--- src/rtl/axi_arbiter_if.sv ---
// ============================================================================
// axi_arbiter_if : AXI4 bundle (addr 32, data 32, len 8, id 4) for the arbiter
// Rev 1.0
// ============================================================================
`default_nettype none

interface axi_arbiter_if;
   // read address
   logic        arvalid;
   logic        arready;
   logic [3:0]  arid;
   logic [31:0] araddr;
   logic [7:0]  arlen;
   logic [2:0]  arsize;
   logic [1:0]  arburst;
   // read data
   logic        rvalid;
   logic        rready;
   logic [3:0]  rid;
   logic [31:0] rdata;
   logic [1:0]  rresp;
   logic        rlast;
   // write address
   logic        awvalid;
   logic        awready;
   logic [3:0]  awid;
   logic [31:0] awaddr;
   logic [7:0]  awlen;
   logic [2:0]  awsize;
   logic [1:0]  awburst;
   // write data
   logic        wvalid;
   logic        wready;
   logic [31:0] wdata;
   logic [3:0]  wstrb;
   logic        wlast;
   // write response
   logic        bvalid;
   logic        bready;
   logic [3:0]  bid;
   logic [1:0]  bresp;

   modport master (
      output arvalid, arid, araddr, arlen, arsize, arburst,
      input  arready,
      input  rvalid, rid, rdata, rresp, rlast,
      output rready,
      output awvalid, awid, awaddr, awlen, awsize, awburst,
      input  awready,
      output wvalid, wdata, wstrb, wlast,
      input  wready,
      input  bvalid, bid, bresp,
      output bready
   );

   modport slave (
      input  arvalid, arid, araddr, arlen, arsize, arburst,
      output arready,
      output rvalid, rid, rdata, rresp, rlast,
      input  rready,
      input  awvalid, awid, awaddr, awlen, awsize, awburst,
      output awready,
      input  wvalid, wdata, wstrb, wlast,
      output wready,
      output bvalid, bid, bresp,
      input  bready
   );
endinterface

`default_nettype wire

--- src/rtl/axi_arbiter.sv ---
// ============================================================================
// axi_arbiter : IFU/LSU to single AXI4 master, one transaction outstanding.
// Optional macro ARB_ROUND_ROBIN_EN: round-robin between the two read masters.
// Rev 1.0
// ============================================================================
`default_nettype none

module axi_arbiter (
   input  logic          clock_i,
   input  logic          reset_i,
   axi_arbiter_if.slave  ifu_if,
   axi_arbiter_if.slave  lsu_if,
   axi_arbiter_if.master io_master_if
);

   typedef enum logic [1:0] {
      IDLE   = 2'd0,
      RD_IFU = 2'd1,
      RD_LSU = 2'd2,
      WR_LSU = 2'd3
   } state_e;

   state_e state_q, state_d;
   state_e state_out;
   logic   ar_done_q, ar_done_d;
   logic   aw_done_q, aw_done_d;
   logic   w_done_q,  w_done_d;

`ifdef ARB_ROUND_ROBIN_EN
   logic   prefer_ifu_q, prefer_ifu_d;
`endif

   always_ff @(posedge clock_i) begin
      if (reset_i) begin
         state_q      <= IDLE;
         ar_done_q    <= 1'b0;
         aw_done_q    <= 1'b0;
         w_done_q     <= 1'b0;
`ifdef ARB_ROUND_ROBIN_EN
         prefer_ifu_q <= 1'b0;
`endif
      end else begin
         state_q      <= state_d;
         ar_done_q    <= ar_done_d;
         aw_done_q    <= aw_done_d;
         w_done_q     <= w_done_d;
`ifdef ARB_ROUND_ROBIN_EN
         prefer_ifu_q <= prefer_ifu_d;
`endif
      end
   end

   // Next-state: grants are taken only from IDLE, which gives the one-cycle turnaround.
   always_comb begin
      state_d   = state_q;
      ar_done_d = ar_done_q;
      aw_done_d = aw_done_q;
      w_done_d  = w_done_q;
`ifdef ARB_ROUND_ROBIN_EN
      prefer_ifu_d = prefer_ifu_q;
`endif
      case (state_q)
         IDLE: begin
            ar_done_d = 1'b0;
            aw_done_d = 1'b0;
            w_done_d  = 1'b0;
            if (lsu_if.awvalid) begin
               state_d = WR_LSU;
            end
`ifdef ARB_ROUND_ROBIN_EN
            else if (lsu_if.arvalid && ifu_if.arvalid) begin
               state_d      = prefer_ifu_q ? RD_IFU : RD_LSU;
               prefer_ifu_d = ~prefer_ifu_q;
            end else if (lsu_if.arvalid) begin
               state_d      = RD_LSU;
               prefer_ifu_d = 1'b1;
            end else if (ifu_if.arvalid) begin
               state_d      = RD_IFU;
               prefer_ifu_d = 1'b0;
            end
`else
            else if (lsu_if.arvalid) begin
               state_d = RD_LSU;
            end else if (ifu_if.arvalid) begin
               state_d = RD_IFU;
            end
`endif
         end
         RD_IFU, RD_LSU: begin
            if (io_master_if.arvalid && io_master_if.arready) begin
               ar_done_d = 1'b1;
            end
            if (io_master_if.rvalid && io_master_if.rready && io_master_if.rlast) begin
               state_d   = IDLE;
               ar_done_d = 1'b0;
            end
         end
         WR_LSU: begin
            if (io_master_if.awvalid && io_master_if.awready) begin
               aw_done_d = 1'b1;
            end
            if (io_master_if.wvalid && io_master_if.wready) begin
               w_done_d = 1'b1;
            end
            if (io_master_if.bvalid && io_master_if.bready) begin
               state_d   = IDLE;
               aw_done_d = 1'b0;
               w_done_d  = 1'b0;
            end
         end
         default: state_d = IDLE;
      endcase
   end

   // Routing; reset forces the IDLE view so every valid/ready drops in the reset cycle itself.
   always_comb begin
      state_out = reset_i ? IDLE : state_q;

      io_master_if.arvalid = 1'b0;
      io_master_if.arid    = 4'd0;
      io_master_if.araddr  = 32'd0;
      io_master_if.arlen   = 8'd0;
      io_master_if.arsize  = 3'd0;
      io_master_if.arburst = 2'd0;
      io_master_if.rready  = 1'b0;
      io_master_if.awvalid = 1'b0;
      io_master_if.awid    = 4'd0;
      io_master_if.awaddr  = 32'd0;
      io_master_if.awlen   = 8'd0;
      io_master_if.awsize  = 3'd0;
      io_master_if.awburst = 2'b01;
      io_master_if.wvalid  = 1'b0;
      io_master_if.wdata   = 32'd0;
      io_master_if.wstrb   = 4'd0;
      io_master_if.wlast   = 1'b1;
      io_master_if.bready  = 1'b0;

      ifu_if.arready = 1'b0;
      ifu_if.rvalid  = 1'b0;
      ifu_if.rid     = 4'd0;
      ifu_if.rdata   = 32'd0;
      ifu_if.rresp   = 2'd0;
      ifu_if.rlast   = 1'b0;
      ifu_if.awready = 1'b0;
      ifu_if.wready  = 1'b0;
      ifu_if.bvalid  = 1'b0;
      ifu_if.bid     = 4'd0;
      ifu_if.bresp   = 2'd0;

      lsu_if.arready = 1'b0;
      lsu_if.rvalid  = 1'b0;
      lsu_if.rid     = 4'd0;
      lsu_if.rdata   = 32'd0;
      lsu_if.rresp   = 2'd0;
      lsu_if.rlast   = 1'b0;
      lsu_if.awready = 1'b0;
      lsu_if.wready  = 1'b0;
      lsu_if.bvalid  = 1'b0;
      lsu_if.bid     = 4'd0;
      lsu_if.bresp   = 2'd0;

      case (state_out)
         RD_IFU: begin
            io_master_if.arvalid = ifu_if.arvalid & ~ar_done_q;
            io_master_if.araddr  = ifu_if.araddr;
            io_master_if.arlen   = ifu_if.arlen;
            io_master_if.arsize  = 3'b010;
            io_master_if.arburst = ifu_if.arburst;
            ifu_if.arready       = io_master_if.arready & ~ar_done_q;
            ifu_if.rvalid        = io_master_if.rvalid;
            ifu_if.rid           = io_master_if.rid;
            ifu_if.rdata         = io_master_if.rdata;
            ifu_if.rresp         = io_master_if.rresp;
            ifu_if.rlast         = io_master_if.rlast;
            io_master_if.rready  = ifu_if.rready;
         end
         RD_LSU: begin
            io_master_if.arvalid = lsu_if.arvalid & ~ar_done_q;
            io_master_if.araddr  = lsu_if.araddr;
            io_master_if.arlen   = lsu_if.arlen;
            io_master_if.arsize  = lsu_if.arsize;
            io_master_if.arburst = lsu_if.arburst;
            lsu_if.arready       = io_master_if.arready & ~ar_done_q;
            lsu_if.rvalid        = io_master_if.rvalid;
            lsu_if.rid           = io_master_if.rid;
            lsu_if.rdata         = io_master_if.rdata;
            lsu_if.rresp         = io_master_if.rresp;
            lsu_if.rlast         = io_master_if.rlast;
            io_master_if.rready  = lsu_if.rready;
         end
         WR_LSU: begin
            io_master_if.awvalid = lsu_if.awvalid & ~aw_done_q;
            io_master_if.awaddr  = lsu_if.awaddr;
            io_master_if.awsize  = lsu_if.awsize;
            lsu_if.awready       = io_master_if.awready & ~aw_done_q;
            io_master_if.wvalid  = lsu_if.wvalid & ~w_done_q;
            io_master_if.wdata   = lsu_if.wdata;
            io_master_if.wstrb   = lsu_if.wstrb;
            lsu_if.wready        = io_master_if.wready & ~w_done_q;
            lsu_if.bvalid        = io_master_if.bvalid;
            lsu_if.bid           = io_master_if.bid;
            lsu_if.bresp         = io_master_if.bresp;
            io_master_if.bready  = lsu_if.bready;
         end
         default: ;
      endcase
   end

endmodule

`default_nettype wire

--- src/flat_wrapper.sv ---
// flat-port wrapper written by rule: the top's interface ports become plain ports
module axi_arbiter_flat 
  (clock_i, reset_i, ifu_if_arvalid, ifu_if_arid, ifu_if_araddr, ifu_if_arlen, ifu_if_arsize, ifu_if_arburst, ifu_if_arready, ifu_if_rvalid, ifu_if_rid, ifu_if_rdata, ifu_if_rresp, ifu_if_rlast, ifu_if_rready, ifu_if_awvalid, ifu_if_awid, ifu_if_awaddr, ifu_if_awlen, ifu_if_awsize, ifu_if_awburst, ifu_if_awready, ifu_if_wvalid, ifu_if_wdata, ifu_if_wstrb, ifu_if_wlast, ifu_if_wready, ifu_if_bvalid, ifu_if_bid, ifu_if_bresp, ifu_if_bready, lsu_if_arvalid, lsu_if_arid, lsu_if_araddr, lsu_if_arlen, lsu_if_arsize, lsu_if_arburst, lsu_if_arready, lsu_if_rvalid, lsu_if_rid, lsu_if_rdata, lsu_if_rresp, lsu_if_rlast, lsu_if_rready, lsu_if_awvalid, lsu_if_awid, lsu_if_awaddr, lsu_if_awlen, lsu_if_awsize, lsu_if_awburst, lsu_if_awready, lsu_if_wvalid, lsu_if_wdata, lsu_if_wstrb, lsu_if_wlast, lsu_if_wready, lsu_if_bvalid, lsu_if_bid, lsu_if_bresp, lsu_if_bready, io_master_if_arvalid, io_master_if_arid, io_master_if_araddr, io_master_if_arlen, io_master_if_arsize, io_master_if_arburst, io_master_if_arready, io_master_if_rvalid, io_master_if_rid, io_master_if_rdata, io_master_if_rresp, io_master_if_rlast, io_master_if_rready, io_master_if_awvalid, io_master_if_awid, io_master_if_awaddr, io_master_if_awlen, io_master_if_awsize, io_master_if_awburst, io_master_if_awready, io_master_if_wvalid, io_master_if_wdata, io_master_if_wstrb, io_master_if_wlast, io_master_if_wready, io_master_if_bvalid, io_master_if_bid, io_master_if_bresp, io_master_if_bready);
  axi_arbiter_if ifu_if_i ();
  axi_arbiter_if lsu_if_i ();
  axi_arbiter_if io_master_if_i ();
  input  logic clock_i;
  input  logic reset_i;
  input wire logic [$bits(ifu_if_i.arvalid)-1:0] ifu_if_arvalid;
  input wire logic [$bits(ifu_if_i.arid)-1:0] ifu_if_arid;
  input wire logic [$bits(ifu_if_i.araddr)-1:0] ifu_if_araddr;
  input wire logic [$bits(ifu_if_i.arlen)-1:0] ifu_if_arlen;
  input wire logic [$bits(ifu_if_i.arsize)-1:0] ifu_if_arsize;
  input wire logic [$bits(ifu_if_i.arburst)-1:0] ifu_if_arburst;
  output wire logic [$bits(ifu_if_i.arready)-1:0] ifu_if_arready;
  output wire logic [$bits(ifu_if_i.rvalid)-1:0] ifu_if_rvalid;
  output wire logic [$bits(ifu_if_i.rid)-1:0] ifu_if_rid;
  output wire logic [$bits(ifu_if_i.rdata)-1:0] ifu_if_rdata;
  output wire logic [$bits(ifu_if_i.rresp)-1:0] ifu_if_rresp;
  output wire logic [$bits(ifu_if_i.rlast)-1:0] ifu_if_rlast;
  input wire logic [$bits(ifu_if_i.rready)-1:0] ifu_if_rready;
  input wire logic [$bits(ifu_if_i.awvalid)-1:0] ifu_if_awvalid;
  input wire logic [$bits(ifu_if_i.awid)-1:0] ifu_if_awid;
  input wire logic [$bits(ifu_if_i.awaddr)-1:0] ifu_if_awaddr;
  input wire logic [$bits(ifu_if_i.awlen)-1:0] ifu_if_awlen;
  input wire logic [$bits(ifu_if_i.awsize)-1:0] ifu_if_awsize;
  input wire logic [$bits(ifu_if_i.awburst)-1:0] ifu_if_awburst;
  output wire logic [$bits(ifu_if_i.awready)-1:0] ifu_if_awready;
  input wire logic [$bits(ifu_if_i.wvalid)-1:0] ifu_if_wvalid;
  input wire logic [$bits(ifu_if_i.wdata)-1:0] ifu_if_wdata;
  input wire logic [$bits(ifu_if_i.wstrb)-1:0] ifu_if_wstrb;
  input wire logic [$bits(ifu_if_i.wlast)-1:0] ifu_if_wlast;
  output wire logic [$bits(ifu_if_i.wready)-1:0] ifu_if_wready;
  output wire logic [$bits(ifu_if_i.bvalid)-1:0] ifu_if_bvalid;
  output wire logic [$bits(ifu_if_i.bid)-1:0] ifu_if_bid;
  output wire logic [$bits(ifu_if_i.bresp)-1:0] ifu_if_bresp;
  input wire logic [$bits(ifu_if_i.bready)-1:0] ifu_if_bready;
  input wire logic [$bits(lsu_if_i.arvalid)-1:0] lsu_if_arvalid;
  input wire logic [$bits(lsu_if_i.arid)-1:0] lsu_if_arid;
  input wire logic [$bits(lsu_if_i.araddr)-1:0] lsu_if_araddr;
  input wire logic [$bits(lsu_if_i.arlen)-1:0] lsu_if_arlen;
  input wire logic [$bits(lsu_if_i.arsize)-1:0] lsu_if_arsize;
  input wire logic [$bits(lsu_if_i.arburst)-1:0] lsu_if_arburst;
  output wire logic [$bits(lsu_if_i.arready)-1:0] lsu_if_arready;
  output wire logic [$bits(lsu_if_i.rvalid)-1:0] lsu_if_rvalid;
  output wire logic [$bits(lsu_if_i.rid)-1:0] lsu_if_rid;
  output wire logic [$bits(lsu_if_i.rdata)-1:0] lsu_if_rdata;
  output wire logic [$bits(lsu_if_i.rresp)-1:0] lsu_if_rresp;
  output wire logic [$bits(lsu_if_i.rlast)-1:0] lsu_if_rlast;
  input wire logic [$bits(lsu_if_i.rready)-1:0] lsu_if_rready;
  input wire logic [$bits(lsu_if_i.awvalid)-1:0] lsu_if_awvalid;
  input wire logic [$bits(lsu_if_i.awid)-1:0] lsu_if_awid;
  input wire logic [$bits(lsu_if_i.awaddr)-1:0] lsu_if_awaddr;
  input wire logic [$bits(lsu_if_i.awlen)-1:0] lsu_if_awlen;
  input wire logic [$bits(lsu_if_i.awsize)-1:0] lsu_if_awsize;
  input wire logic [$bits(lsu_if_i.awburst)-1:0] lsu_if_awburst;
  output wire logic [$bits(lsu_if_i.awready)-1:0] lsu_if_awready;
  input wire logic [$bits(lsu_if_i.wvalid)-1:0] lsu_if_wvalid;
  input wire logic [$bits(lsu_if_i.wdata)-1:0] lsu_if_wdata;
  input wire logic [$bits(lsu_if_i.wstrb)-1:0] lsu_if_wstrb;
  input wire logic [$bits(lsu_if_i.wlast)-1:0] lsu_if_wlast;
  output wire logic [$bits(lsu_if_i.wready)-1:0] lsu_if_wready;
  output wire logic [$bits(lsu_if_i.bvalid)-1:0] lsu_if_bvalid;
  output wire logic [$bits(lsu_if_i.bid)-1:0] lsu_if_bid;
  output wire logic [$bits(lsu_if_i.bresp)-1:0] lsu_if_bresp;
  input wire logic [$bits(lsu_if_i.bready)-1:0] lsu_if_bready;
  output wire logic [$bits(io_master_if_i.arvalid)-1:0] io_master_if_arvalid;
  output wire logic [$bits(io_master_if_i.arid)-1:0] io_master_if_arid;
  output wire logic [$bits(io_master_if_i.araddr)-1:0] io_master_if_araddr;
  output wire logic [$bits(io_master_if_i.arlen)-1:0] io_master_if_arlen;
  output wire logic [$bits(io_master_if_i.arsize)-1:0] io_master_if_arsize;
  output wire logic [$bits(io_master_if_i.arburst)-1:0] io_master_if_arburst;
  input wire logic [$bits(io_master_if_i.arready)-1:0] io_master_if_arready;
  input wire logic [$bits(io_master_if_i.rvalid)-1:0] io_master_if_rvalid;
  input wire logic [$bits(io_master_if_i.rid)-1:0] io_master_if_rid;
  input wire logic [$bits(io_master_if_i.rdata)-1:0] io_master_if_rdata;
  input wire logic [$bits(io_master_if_i.rresp)-1:0] io_master_if_rresp;
  input wire logic [$bits(io_master_if_i.rlast)-1:0] io_master_if_rlast;
  output wire logic [$bits(io_master_if_i.rready)-1:0] io_master_if_rready;
  output wire logic [$bits(io_master_if_i.awvalid)-1:0] io_master_if_awvalid;
  output wire logic [$bits(io_master_if_i.awid)-1:0] io_master_if_awid;
  output wire logic [$bits(io_master_if_i.awaddr)-1:0] io_master_if_awaddr;
  output wire logic [$bits(io_master_if_i.awlen)-1:0] io_master_if_awlen;
  output wire logic [$bits(io_master_if_i.awsize)-1:0] io_master_if_awsize;
  output wire logic [$bits(io_master_if_i.awburst)-1:0] io_master_if_awburst;
  input wire logic [$bits(io_master_if_i.awready)-1:0] io_master_if_awready;
  output wire logic [$bits(io_master_if_i.wvalid)-1:0] io_master_if_wvalid;
  output wire logic [$bits(io_master_if_i.wdata)-1:0] io_master_if_wdata;
  output wire logic [$bits(io_master_if_i.wstrb)-1:0] io_master_if_wstrb;
  output wire logic [$bits(io_master_if_i.wlast)-1:0] io_master_if_wlast;
  input wire logic [$bits(io_master_if_i.wready)-1:0] io_master_if_wready;
  input wire logic [$bits(io_master_if_i.bvalid)-1:0] io_master_if_bvalid;
  input wire logic [$bits(io_master_if_i.bid)-1:0] io_master_if_bid;
  input wire logic [$bits(io_master_if_i.bresp)-1:0] io_master_if_bresp;
  output wire logic [$bits(io_master_if_i.bready)-1:0] io_master_if_bready;
  assign ifu_if_i.arvalid = ifu_if_arvalid;
  assign ifu_if_i.arid = ifu_if_arid;
  assign ifu_if_i.araddr = ifu_if_araddr;
  assign ifu_if_i.arlen = ifu_if_arlen;
  assign ifu_if_i.arsize = ifu_if_arsize;
  assign ifu_if_i.arburst = ifu_if_arburst;
  assign ifu_if_arready = ifu_if_i.arready;
  assign ifu_if_rvalid = ifu_if_i.rvalid;
  assign ifu_if_rid = ifu_if_i.rid;
  assign ifu_if_rdata = ifu_if_i.rdata;
  assign ifu_if_rresp = ifu_if_i.rresp;
  assign ifu_if_rlast = ifu_if_i.rlast;
  assign ifu_if_i.rready = ifu_if_rready;
  assign ifu_if_i.awvalid = ifu_if_awvalid;
  assign ifu_if_i.awid = ifu_if_awid;
  assign ifu_if_i.awaddr = ifu_if_awaddr;
  assign ifu_if_i.awlen = ifu_if_awlen;
  assign ifu_if_i.awsize = ifu_if_awsize;
  assign ifu_if_i.awburst = ifu_if_awburst;
  assign ifu_if_awready = ifu_if_i.awready;
  assign ifu_if_i.wvalid = ifu_if_wvalid;
  assign ifu_if_i.wdata = ifu_if_wdata;
  assign ifu_if_i.wstrb = ifu_if_wstrb;
  assign ifu_if_i.wlast = ifu_if_wlast;
  assign ifu_if_wready = ifu_if_i.wready;
  assign ifu_if_bvalid = ifu_if_i.bvalid;
  assign ifu_if_bid = ifu_if_i.bid;
  assign ifu_if_bresp = ifu_if_i.bresp;
  assign ifu_if_i.bready = ifu_if_bready;
  assign lsu_if_i.arvalid = lsu_if_arvalid;
  assign lsu_if_i.arid = lsu_if_arid;
  assign lsu_if_i.araddr = lsu_if_araddr;
  assign lsu_if_i.arlen = lsu_if_arlen;
  assign lsu_if_i.arsize = lsu_if_arsize;
  assign lsu_if_i.arburst = lsu_if_arburst;
  assign lsu_if_arready = lsu_if_i.arready;
  assign lsu_if_rvalid = lsu_if_i.rvalid;
  assign lsu_if_rid = lsu_if_i.rid;
  assign lsu_if_rdata = lsu_if_i.rdata;
  assign lsu_if_rresp = lsu_if_i.rresp;
  assign lsu_if_rlast = lsu_if_i.rlast;
  assign lsu_if_i.rready = lsu_if_rready;
  assign lsu_if_i.awvalid = lsu_if_awvalid;
  assign lsu_if_i.awid = lsu_if_awid;
  assign lsu_if_i.awaddr = lsu_if_awaddr;
  assign lsu_if_i.awlen = lsu_if_awlen;
  assign lsu_if_i.awsize = lsu_if_awsize;
  assign lsu_if_i.awburst = lsu_if_awburst;
  assign lsu_if_awready = lsu_if_i.awready;
  assign lsu_if_i.wvalid = lsu_if_wvalid;
  assign lsu_if_i.wdata = lsu_if_wdata;
  assign lsu_if_i.wstrb = lsu_if_wstrb;
  assign lsu_if_i.wlast = lsu_if_wlast;
  assign lsu_if_wready = lsu_if_i.wready;
  assign lsu_if_bvalid = lsu_if_i.bvalid;
  assign lsu_if_bid = lsu_if_i.bid;
  assign lsu_if_bresp = lsu_if_i.bresp;
  assign lsu_if_i.bready = lsu_if_bready;
  assign io_master_if_arvalid = io_master_if_i.arvalid;
  assign io_master_if_arid = io_master_if_i.arid;
  assign io_master_if_araddr = io_master_if_i.araddr;
  assign io_master_if_arlen = io_master_if_i.arlen;
  assign io_master_if_arsize = io_master_if_i.arsize;
  assign io_master_if_arburst = io_master_if_i.arburst;
  assign io_master_if_i.arready = io_master_if_arready;
  assign io_master_if_i.rvalid = io_master_if_rvalid;
  assign io_master_if_i.rid = io_master_if_rid;
  assign io_master_if_i.rdata = io_master_if_rdata;
  assign io_master_if_i.rresp = io_master_if_rresp;
  assign io_master_if_i.rlast = io_master_if_rlast;
  assign io_master_if_rready = io_master_if_i.rready;
  assign io_master_if_awvalid = io_master_if_i.awvalid;
  assign io_master_if_awid = io_master_if_i.awid;
  assign io_master_if_awaddr = io_master_if_i.awaddr;
  assign io_master_if_awlen = io_master_if_i.awlen;
  assign io_master_if_awsize = io_master_if_i.awsize;
  assign io_master_if_awburst = io_master_if_i.awburst;
  assign io_master_if_i.awready = io_master_if_awready;
  assign io_master_if_wvalid = io_master_if_i.wvalid;
  assign io_master_if_wdata = io_master_if_i.wdata;
  assign io_master_if_wstrb = io_master_if_i.wstrb;
  assign io_master_if_wlast = io_master_if_i.wlast;
  assign io_master_if_i.wready = io_master_if_wready;
  assign io_master_if_i.bvalid = io_master_if_bvalid;
  assign io_master_if_i.bid = io_master_if_bid;
  assign io_master_if_i.bresp = io_master_if_bresp;
  assign io_master_if_bready = io_master_if_i.bready;
  axi_arbiter u_core (.clock_i(clock_i), .reset_i(reset_i), .ifu_if(ifu_if_i), .lsu_if(lsu_if_i), .io_master_if(io_master_if_i));
endmodule
--- config.mk ---
export PLATFORM = sky130hd
export DESIGN_NAME = axi_arbiter_flat
export DESIGN_NICKNAME = d
export VERILOG_FILES = /design/src/rtl/axi_arbiter_if.sv /design/src/rtl/axi_arbiter.sv /design/src/flat_wrapper.sv
export SDC_FILE = /design/constraint.sdc
export NUM_CORES = 1
export LEC_CHECK = 0
export ABC_AREA = 1
export CAP_MARGIN = 20
export CORE_AREA = 2 2 221 223
export DETAILED_ROUTE_END_ITERATION = 8
export DIE_AREA = 0 0 223 225
export PLACE_DENSITY = 0.41
export SLEW_MARGIN = 25
export SYNTH_ARGS = -nofsm -noshare
export SYNTH_HDL_FRONTEND = slang
export SYNTH_SLANG_ARGS = --single-unit
--- constraint.sdc ---
create_clock -name clock_i -period 1.5 [get_ports clock_i]
set_clock_uncertainty 0.05 [all_clocks]
set_input_delay 0.15 -clock clock_i [delete_from_list [all_inputs] [get_ports clock_i]]
set_output_delay 0.15 -clock clock_i [all_outputs]
set_load 0.05 [all_outputs]
== After elaboration in Yosys (flattened, before gate mapping) ==
Index checks and enable logic that the tools add are counted.

* Equality and inequality tests: 12
* Mux-type cells: 46
* Reduce and logical (&&, ||, !) cells: 14
* Bitwise operators: 10

{| class="wikitable"
|+ Operator list
! operator !! number
|-
| 2-to-1 mux 32 bit || 4
|-
| one-hot mux 32 bit (2 select lines) || 1
|-
| 2-to-1 mux 1 bit || 18
|-
| 2-to-1 mux 2 bit || 9
|-
| 2-to-1 mux 4 bit || 4
|-
| one-hot mux 8 bit (2 select lines) || 1
|-
| one-hot mux 1 bit (2 select lines) || 5
|-
| != test 3 x 1 -> 1 bit, second input constant || 3
|-
| == test 2 bit, second input constant || 4
|-
| bitwise AND 1 bit || 7
|-
| logical AND 1 bit || 6
|-
| one-hot mux 2 bit (3 select lines) || 1
|-
| one-hot mux 3 bit (2 select lines) || 1
|-
| AND reduction 2 bit || 3
|-
| == test 2 x 1 -> 1 bit, second input constant || 2
|-
| != test 2 x 1 -> 1 bit, second input constant || 2
|-
| != test 4 bit, second input constant || 1
|-
| one-hot mux 2 bit (2 select lines) || 1
|-
| nonzero test 2 bit || 2
|-
| 2-to-1 mux 3 bit || 1
|-
| NOT 1 bit || 3
|-
| AND reduction 3 bit || 1
|-
| zero test 2 bit || 1
|-
| OR reduction 2 bit || 1
|}

* Flip-flop bits (word level): 5
* Word-level logic and storage cells: 86
* Bits of input ports: 332

== Logic depth before layout (Yosys ltp) ==
Gate-level depths: netlist of run 1.

* Word-level depth: 7
* Gate-level depth with buffers: 12
* Mapped depth without buffers: 11

== Worst setup path after synthesis of run 1 ==
OpenSTA, ideal clock, no wires.

* Path kind: register to output
* From: reg u_core.state_q[0]
* To: out ifu_if_arready
* Data required time: 1.300 ns
* Arrival time: 2.049 ns
* Setup slack: -0.749 ns
* Cell stages (with the launch flop): 7
* Cells stage by stage: dfxtp_1 inv_1 nor2_1 ha_1 buf_2 inv_1 nor3_1

* Cells in the longest elaborated chain, start to end: 3

{| class="wikitable"
|+ RTL lines
! what !! RTL line !! text
|-
| start, declared || axi_arbiter.sv:23 || <nowiki>state_e state_q, state_d;</nowiki>
|-
| start signal, assigned || axi_arbiter.sv:43 || <nowiki>state_q <= state_d;</nowiki>
|-
| 2-to-1 mux 2 bit || axi_arbiter.sv:117 || <nowiki>state_out = reset_i ? IDLE : state_q;</nowiki>
|-
| == test 2 x 1 -> 1 bit || axi_arbiter.sv:162 || <nowiki>case (state_out)</nowiki>
|-
| 2-to-1 mux 1 bit || axi_arbiter.sv:162 ||
|-
| end, declared || flat_wrapper.sv:15 || <nowiki>output wire logic [$bits(ifu_if_i.arready)-1:0] ifu_if_arready;</nowiki>
|}

No other way between the ends.

== Worst setup path after layout of run 1 ==
* From: reg u_core.state_q[0]
* To: out lsu_if_rdata[0]

* Cells in the longest elaborated chain, start to end: 3

{| class="wikitable"
|+ RTL lines
! what !! RTL line !! text
|-
| 2-to-1 mux 2 bit || axi_arbiter.sv:117 ||
|-
| == test 2 bit || axi_arbiter.sv:162 ||
|-
| 2-to-1 mux 32 bit || axi_arbiter.sv:162 ||
|-
| end, declared || flat_wrapper.sv:47 || <nowiki>output wire logic [$bits(lsu_if_i.rdata)-1:0] lsu_if_rdata;</nowiki>
|}

No other way between the ends.

==> report_table.html, run 1 <==
<table>
<tr><th>Metric</th><th>Value</th></tr>
<tr><th colspan="2">Clock network</th></tr>
<tr><td>TritonCTS buffer count</td><td>3</td></tr>
<tr><td>Number of buffers on the longest clock path</td><td>2</td></tr>
<tr><td>Clock network latency to the later pin of the worst-skew pair</td><td>240 ps</td></tr>
<tr><td>CTS Hold Bufs</td><td>0</td></tr>
<tr><td>Root cell of the clock tree</td><td>clkbuf_16</td></tr>
<tr><td>Clock tree from TritonCTS</td><td>built</td></tr>
<tr><td>Clock transition time at the flip-flop clock pins of the worst setup and hold paths</td><td>40 ps</td></tr>
<tr><td>Number of H-tree levels</td><td>1</td></tr>
<tr><td>Clock Sinks</td><td>5</td></tr>
<tr><th colspan="2">Final layout</th></tr>
<tr><td>Count of antenna diodes in the layout</td><td>0</td></tr>
<tr><td>Share of post-route cells with drive strength above 1</td><td>66.2%</td></tr>
<tr><td>Number of filler cells placed in the layout</td><td>4,991</td></tr>
<tr><td>Layout Area Growth over Synthesis</td><td>387%</td></tr>
<tr><td>Total number of nets in the final design</td><td>1,421</td></tr>
<tr><td>Final Instance Count excl. Fillers</td><td>1,697</td></tr>
<tr><td>Final design utilization</td><td>26.9%</td></tr>
<tr><th colspan="2">Synthesis</th></tr>
<tr><td>Yosys synthesis warning count</td><td>0</td></tr>
<tr><td>Number of synthesized register bits</td><td>5</td></tr>
<tr><td>Cell taking the most area after synthesis</td><td>nand2_1</td></tr>
<tr><td>Post-synthesis instance area</td><td>0.00262 mm2</td></tr>
<tr><td>Commonest register cell after synthesis</td><td>dfxtp_1</td></tr>
<tr><td>Cell types with the largest area share after synthesis</td><td>nand2_1, inv_1, buf_4</td></tr>
<tr><td>Share of Yosys cell area claimed by the top area cell type</td><td>37.5%</td></tr>
<tr><td>Sequential-to-total area share from yosys stat</td><td>3.82%</td></tr>
<tr><td>Gate Count Post-Synth</td><td>588</td></tr>
<tr><td>Most frequent cells after synthesis</td><td>nand2_1, inv_1, a21oi_1, buf_4, buf_2</td></tr>
<tr><td>EDFF count, synth</td><td>0</td></tr>
<tr><td>Share of synthesized flip-flops with an asynchronous set or reset</td><td>0%</td></tr>
<tr><td>Post-Synthesis Mean Instance Area</td><td>4.46 um2</td></tr>
<tr><td>Unique cell type count in the Yosys netlist</td><td>20</td></tr>
<tr><td>Most instantiated library cell after synthesis</td><td>nand2_1</td></tr>
<tr><th colspan="2">Pwr</th></tr>
<tr><td>VDD IR max</td><td>0.274 mV</td></tr>
<tr><td>Leakage power summed over all cells</td><td>0.00507 uW</td></tr>
<tr><td>Power per standard cell area</td><td>674 mW/mm2</td></tr>
<tr><th colspan="2">Drt</th></tr>
<tr><td>DR pass1 iterations</td><td>4</td></tr>
<tr><td>Via count normalized by instance count</td><td>3.03</td></tr>
<tr><td>Remaining design rule violation count</td><td>0</td></tr>
<tr><td>Routed length per placed instance</td><td>13.9 um</td></tr>
<tr><td>Initial detailed-routing violation count</td><td>97</td></tr>
<tr><td>Count of nets left with antenna violations after detail routing</td><td>0</td></tr>
<tr><td>Detailed Route WL</td><td>23.6 mm</td></tr>
<tr><td>Total number of vias</td><td>5,150</td></tr>
<tr><th colspan="2">Worst setup path</th></tr>
<tr><td>Sort of element at the end of the critical path</td><td>output pin</td></tr>
<tr><td>Data required time at the worst endpoint</td><td>1300 ps</td></tr>
<tr><td>Data arrival at the endpoint of the critical path</td><td>1730 ps</td></tr>
<tr><td>Startpoint Class</td><td>register</td></tr>
<tr><td>Crit path max fanout</td><td>5</td></tr>
<tr><td>Worst setup path class</td><td>register to output pin</td></tr>
<tr><th colspan="2">Timing</th></tr>
<tr><td>Setup repair after global routing missed its margin</td><td>true</td></tr>
<tr><td>Final Slew Violations</td><td>0</td></tr>
<tr><td>Total count of hold-check failures in the final report</td><td>0</td></tr>
<tr><td>Final critical delay including setup and external delays</td><td>1930 ps</td></tr>
<tr><td>Worst setup margin</td><td>-431 ps</td></tr>
<tr><td>Highest clock rate</td><td>518 MHz</td></tr>
<tr><td>Period utilization</td><td>129%</td></tr>
<tr><td>Setup violation total in the final timing report</td><td>217</td></tr>
<tr><th colspan="2">Place</th></tr>
<tr><td>Detailed placement HPWL</td><td>19.0 mm</td></tr>
<tr><td>Global placement routability congestion</td><td>0.733</td></tr>
<tr><td>Instance count after placement with tap cells included</td><td>1,650</td></tr>
<tr><td>Total of buffers placed on input and output ports</td><td>428</td></tr>
<tr><th colspan="2">Global routing</th></tr>
<tr><td>Initial antenna violation count</td><td>1</td></tr>
<tr><td>Grt total ovfl</td><td>0</td></tr>
<tr><td>Global-route wire length before repair</td><td>30.8 mm</td></tr>
<tr><td>Via count of the first global-routing pass</td><td>4,952</td></tr>
<tr><td>Global-route usage over all layers</td><td>8.02%</td></tr>
<tr><td>Pin count of the biggest net entering global routing</td><td>34</td></tr>
<tr><th colspan="2">Hold path</th></tr>
<tr><td>Path type of the worst min-delay path</td><td>register to register</td></tr>
<tr><th colspan="2">Floorplan</th></tr>
<tr><td>Count of boundary I/O pins</td><td>572</td></tr>
<tr><td>Die Area</td><td>0.0502 mm2</td></tr>
<tr><td># rows</td><td>80</td></tr>
<tr><td>Height of the chip</td><td>225 um</td></tr>
<tr><td>Initial cell density of the core</td><td>5.51%</td></tr>
<tr><td>Die boundary width</td><td>223 um</td></tr>
<tr><td>Core area</td><td>0.0475 mm2</td></tr>
<tr><th colspan="2">Outcome</th></tr>
<tr><td>Status</td><td>finished, violations left</td></tr>
<tr><td>Violated checks</td><td>negative setup slack</td></tr>
<tr><th colspan="2">Flow run</th></tr>
<tr><td>Count of max-cap constraint violations</td><td>0</td></tr>
</table>
-- cell usage in the layout (no fill, tap or decap), types with 3 or more instances in the layout --
master           Yosys  final
inv_4                0      9
buf_12               0    230
dfxtp_1              5      3
ha_1                 6      3
conb_1               2     28
nor2_1              11      8
clkdlybuf4s50_1      0    215
nand2_1            262     84
inv_2                2     72
nor2_4               0      3
nor3b_4              0      4
nand2_2              2    118
nand2_4              0     62
buf_4               35     26
buf_8                0     20
inv_1              175     14
ha_4                 0      3
clkinvlp_4           0     80
a21oi_4              0     44
clkbuf_16            0     19
buf_6                2     16
-- area by class of cell --
cell class,count,area (um2),share of cell area [%]
tap,615,769,6.03
inverter,177,1000,7.87
sequential,5,103,0.804
timing repair buffer,525,7870,61.6
clock buffer,4,78.8,0.617
multi-input combinational,371,2940,23.0
-- path summary, 6_finish.rpt --
check | end | slack, ps | cells after the start | from
worst min-delay path | u_core.state_q[0]$_SDFFE_PP0P_ | 540 | 3 | u_core.state_q[0]$_SDFFE_PP0P_
worst max register to register | u_core.state_q[0]$_SDFFE_PP0P_ | -270 | 13 | u_core.state_q[0]$_SDFFE_PP0P_
worst max-delay path | lsu_if_rdata[0] | -430 | 10 | u_core.state_q[0]$_SDFFE_PP0P_
worst min register to register | u_core.state_q[0]$_SDFFE_PP0P_ | 540 | 3 | u_core.state_q[0]$_SDFFE_PP0P_
-- critical path, cell delays in order, from the launching register on --
cell,delay [ps]
dfxtp_2,320
inv_2,50
nor2_4,130
inv_2,60
ha_4,170
buf_12,140
clkbuf_16,170
buf_8,130
nand2_4,70
clkinvlp_4,90
buf_12,150
-- metal layers --
metal	track usage, %	wire [um]
met1	9.04	9160
met2	15.1	12500
met3	2.52	1680
met4	0.909	206
met5	0	13
-- metrics by stage --
step           worst slack [ps]  power, uW  hold slack (ps)  area [um2]  TNS [ps]
3_3_place_gp               -564       6780              447       11000    -98900
2_1_floorplan              -207       3710              257        3830    -12850
3_5_place_dp               -590       6780              460       11000   -104760
6_report                   -431       8600              540       12800    -78060
4_1_cts                    -434       7600              543       11400    -76100
5_1_grt                    -512       9050              587       12800    -94790
-- cells by family (layout without fill, tap and decap cells) --
kind of cell / after synthesis / count (layout) / synth area share [%]
and+or+nand+nor: 286 / 286 / 42.5
buffers and inverters: 238 / 706 / 40.7
AOI/OAI and AO/OA: 51 / 51 / 9.84
adders and majority gates: 6 / 6 / 2.87
DFF: 5 / 5 / 3.82
other: 2 / 28 / 0.287
-- power breakdown --
group          leakage (uW)  internal [uW]  switching [uW]
registers         0.0000414            161            16.1
clock network     0.0000382            355             110
logic               0.00499           3760            4200
-- state kept, by name, summed over array words and instances (netlist names) --
signal	count
u_core.aw_done_q	1
u_core.ar_done_q	1
u_core.state_q	2
u_core.w_done_q	1
-- timing repair --
item | in CTS | in global routing
setup endpoints to repair | 217 | 217
setup buffers | 9 | 14
hold endpoints to repair | 0 | 0
gates resized for setup | 70 | 300
pin swaps | 7 | 56
gates cloned | 2 | 20
No activity file was read; power rests on OpenSTA's default activity.
==> run 2: changes to the inputs <==
Settings changed: REMOVE_ABC_BUFFERS set to 1.
==> report_table.html, run 2 (synthesized netlist as in run 1, its figures left out) <==
<table>
<tr><th>Metric</th><th>Value</th></tr>
<tr><th colspan="2">Floorplan</th></tr>
<tr><td>Initial cell density of the core</td><td>5.51% (unchanged)</td></tr>
<tr><td>Die boundary width</td><td>223 um (unchanged)</td></tr>
<tr><td>Count of boundary I/O pins</td><td>572 (unchanged)</td></tr>
<tr><td>Die Area</td><td>0.0502 mm2 (unchanged)</td></tr>
<tr><td>Height of the chip</td><td>225 um (unchanged)</td></tr>
<tr><td># rows</td><td>80 (unchanged)</td></tr>
<tr><td>Core area</td><td>0.0475 mm2 (unchanged)</td></tr>
<tr><th colspan="2">Worst setup path</th></tr>
<tr><td>Critical R2R Capture</td><td>u_core.state_q[1]$_SDFFE_PP0P_</td></tr>
<tr><td>Reg2reg setup slack</td><td>-350 ps (-80 ps)</td></tr>
<tr><td>Startpoint Class</td><td>register</td></tr>
<tr><td>Worst setup path class</td><td>register to output pin</td></tr>
<tr><td>Worst path depth</td><td>9 (-1)</td></tr>
<tr><td>Number of cells on the worst reg-to-reg path</td><td>14 (+1)</td></tr>
<tr><td>Cell type of the slowest stage on the worst timing path</td><td>dfxtp_2</td></tr>
<tr><td>Highest cell delay on the worst timing path</td><td>330 ps (about the same)</td></tr>
<tr><td>Data arrival at the endpoint of the critical path</td><td>1780 ps (+50 ps)</td></tr>
<tr><td>Cell mode on critical path</td><td>buf_12</td></tr>
<tr><td>End of the critical path</td><td>io_master_if_araddr[2]</td></tr>
<tr><td>Critical register-to-register path startpoint</td><td>u_core.state_q[1]$_SDFFE_PP0P_</td></tr>
<tr><td>Cell Chain, Critical Path</td><td>inv_2 &gt; nor2_2 &gt; buf_6 &gt; inv_4 &gt; ha_4 &gt; buf_12 &gt; buf_16 &gt; a21oi_4 &gt; buf_12</td></tr>
<tr><td>Startpoint of the worst setup timing path</td><td>u_core.state_q[1]$_SDFFE_PP0P_</td></tr>
<tr><td>Number of buffers and inverters on the critical path</td><td>6 (-1)</td></tr>
<tr><td>CP top delay family</td><td>buffers and inverters</td></tr>
<tr><td>Sort of element at the end of the critical path</td><td>output pin</td></tr>
<tr><td>Data required time at the worst endpoint</td><td>1300 ps (about the same)</td></tr>
<tr><td>Crit path max fanout</td><td>7 (+2)</td></tr>
<tr><th colspan="2">Global routing</th></tr>
<tr><td>Global-route wire length before repair</td><td>35.0 mm (+14%)</td></tr>
<tr><td>Pin count of the biggest net entering global routing</td><td>23 (-32%)</td></tr>
<tr><td>Global-route usage over all layers</td><td>9.45% (+1.4 points)</td></tr>
<tr><td>Via count of the first global-routing pass</td><td>5,189 (+4.8%)</td></tr>
<tr><td>Initial antenna violation count</td><td>2 (+1)</td></tr>
<tr><td>Grt total ovfl</td><td>0 (unchanged)</td></tr>
<tr><th colspan="2">Pwr</th></tr>
<tr><td>VDD IR max</td><td>0.294 mV (+7.1%)</td></tr>
<tr><td>Clk network pwr share</td><td>5.1% (-0.3 points)</td></tr>
<tr><td>Part of the power in combinational logic</td><td>92.8% (+0.3 points)</td></tr>
<tr><td>Total Power Consumption</td><td>8740 uW (+1.5%)</td></tr>
<tr><td>Share of total power consumed by net switching</td><td>50.8% (+0.57 points)</td></tr>
<tr><td>Switching pwr</td><td>4440 uW (+2.7%)</td></tr>
<tr><td>Power per standard cell area</td><td>709 mW/mm2 (+5.2%)</td></tr>
<tr><td>Design internal power</td><td>4300 uW (+0.36%)</td></tr>
<tr><td>Leakage power summed over all cells</td><td>0.00568 uW (+12%)</td></tr>
<tr><td>Fraction of power consumed by sequential logic</td><td>2.1% (about the same)</td></tr>
<tr><th colspan="2">Hold path</th></tr>
<tr><td>Path type of the worst min-delay path</td><td>input port to register</td></tr>
<tr><th colspan="2">Place</th></tr>
<tr><td>Global placement routability congestion</td><td>0.751 (+2.5%)</td></tr>
<tr><td>Detailed placement HPWL</td><td>21.0 mm (+11%)</td></tr>
<tr><td>Total of buffers placed on input and output ports</td><td>428 (unchanged)</td></tr>
<tr><th colspan="2">Timing</th></tr>
<tr><td>Final Slew Violations</td><td>0 (unchanged)</td></tr>
<tr><td>Setup violation total in the final timing report</td><td>217 (unchanged)</td></tr>
<tr><td>Setup repair after global routing missed its margin</td><td>true</td></tr>
<tr><td>Period utilization</td><td>132% (+3.0 points)</td></tr>
<tr><td>Worst setup margin</td><td>-476 ps (-44.6 ps)</td></tr>
<tr><td>Highest clock rate</td><td>506 MHz (-2.3%)</td></tr>
<tr><td>Final critical delay including setup and external delays</td><td>1980 ps (+44.6 ps)</td></tr>
<tr><td>Worst hold margin</td><td>471 ps (-68.5 ps)</td></tr>
<tr><td>Total count of hold-check failures in the final report</td><td>0 (unchanged)</td></tr>
<tr><th colspan="2">Final layout</th></tr>
<tr><td>Layout Area Growth over Synthesis</td><td>370%</td></tr>
<tr><td>Highest-count cells in the layout ignoring fill and taps</td><td>buf_12, clkdlybuf4s50_1, nand2_1, inv_2, nand2_4</td></tr>
<tr><td>Flip-flop count of the largest register, all copies and words added</td><td>2 (unchanged)</td></tr>
<tr><td>Share of post-route cells with drive strength above 1</td><td>59.4% (-6.8 points)</td></tr>
<tr><td>Biggest register</td><td>u_core.state_q</td></tr>
<tr><td>Total number of nets in the final design</td><td>1,417 (-0.28%)</td></tr>
<tr><td>Most common library cell in the layout ignoring fill and taps</td><td>buf_12</td></tr>
<tr><th colspan="2">Clock network</th></tr>
<tr><td>CTS Hold Bufs</td><td>0 (unchanged)</td></tr>
<tr><td>Clock transition time at the flip-flop clock pins of the worst setup and hold paths</td><td>40 ps (about the same)</td></tr>
<tr><td>Clock tree from TritonCTS</td><td>built</td></tr>
<tr><td>Number of H-tree levels</td><td>1 (unchanged)</td></tr>
<tr><td>TritonCTS buffer count</td><td>3 (unchanged)</td></tr>
<tr><td>Root cell of the clock tree</td><td>clkbuf_16</td></tr>
<tr><td>Clock Sinks</td><td>5 (unchanged)</td></tr>
<tr><td>Number of buffers on the longest clock path</td><td>2 (unchanged)</td></tr>
<tr><td>Clock network latency to the later pin of the worst-skew pair</td><td>230 ps (about the same)</td></tr>
<tr><th colspan="2">Drt</th></tr>
<tr><td>DR pass1 iterations</td><td>4 (unchanged)</td></tr>
<tr><td>Detailed Route WL</td><td>26.3 mm (+12%)</td></tr>
<tr><td>Routed length per placed instance</td><td>15.5 um (+12%)</td></tr>
<tr><td>Initial detailed-routing violation count</td><td>82 (-15%)</td></tr>
<tr><td>Total number of vias</td><td>5,165 (+0.29%)</td></tr>
<tr><td>Via count normalized by instance count</td><td>3.05 (+0.47%)</td></tr>
<tr><td>Remaining design rule violation count</td><td>0 (unchanged)</td></tr>
<tr><td>Count of nets left with antenna violations after detail routing</td><td>0 (unchanged)</td></tr>
<tr><th colspan="2">Flow run</th></tr>
<tr><td>Count of max-cap constraint violations</td><td>0 (unchanged)</td></tr>
<tr><th colspan="2">Outcome</th></tr>
<tr><td>Violated checks</td><td>negative setup slack</td></tr>
<tr><td>Status</td><td>finished, violations left</td></tr>
</table>
## run 2: cell count changes in the layout (fill, tap and decap cells not counted), sizes merged
cell and delta:
clkinvlp -79, clkinv -1, diode +1, buf +2, inv +80, clkbuf -6
## run 2: area by class of cell
class | count | area, um2
fillers | 5042 | 35200
repair buffers | 521 | 7850
multi-input cells | 371 | 2750
inverters | 177 | 778
well taps | 615 | 769
flip-flops and latches | 5 | 103
clock buffers | 4 | 78.8
diodes | 1 | 2.50
## run 2: per-stage QoR
stage	cell area, um2	std cells	setup TNS, ps	util (%)	worst slack (ps)
2_1_floorplan	2320	553	-294330	-	-2150
3_3_place_gp	10000	1646	-111670	21.0	-686
4_1_cts	10900	1667	-87700	22.9	-510
6_report	12300	1694	-81790	25.9	-476
5_1_grt	12300	1693	-100630	25.9	-553
3_5_place_dp	10000	1646	-109550	21.0	-684
## run 2: how the worst min path moves through the flow
stage | end | slack, ps | startpoint | cells after the start
6_report | u_core.state_q[0]$_SDFFE_PP0P_ | 470 | reset_i | 4
5_1_grt | u_core.state_q[0]$_SDFFE_PP0P_ | 520 | reset_i | 4
4_1_cts | u_core.state_q[0]$_SDFFE_PP0P_ | 380 | reset_i | 4
3_5_place_dp | u_core.w_done_q$_SDFFE_PP0P_ | 460 | u_core.w_done_q$_SDFFE_PP0P_ | 2
3_3_place_gp | u_core.w_done_q$_SDFFE_PP0P_ | 460 | u_core.w_done_q$_SDFFE_PP0P_ | 2
2_1_floorplan | u_core.aw_done_q$_SDFFE_PP0P_ | 260 | lsu_if_awvalid | 2
## run 2: timing repair
item	4_1_cts	5_1_grt
endpoints found under the hold margin	0	0
setup buffers	13	15
gates resized for setup	179	363
setup endpoints to repair	217	217
pin swaps	15	40
cloned	5	11
## run 2: worst min-delay path: cells and delay by family
family	cells	cell delay [ps]
buffers and inverters	2	440
and+or+nand+nor	2	120
## run 2: layer usage
metal  vias up  share of wire, %  GRT usage [%]
li1       2566                 -              -
met1      2343                40           11.4
met2       242                50           16.5
met3        10               9.5           3.56
met4         4              0.44          0.714
met5         -             0.099              0
## run 2: power groups by stage
stage / clock network, uW / registers [uW] / logic [uW]
after floorplan: 0 / 172 / 2510
after global placement: 0 / 170 / 5890
after detailed placement: 0 / 172 / 5910
after CTS: 455 / 179 / 7100
after global routing: 470 / 182 / 8520
final: 447 / 181 / 8110
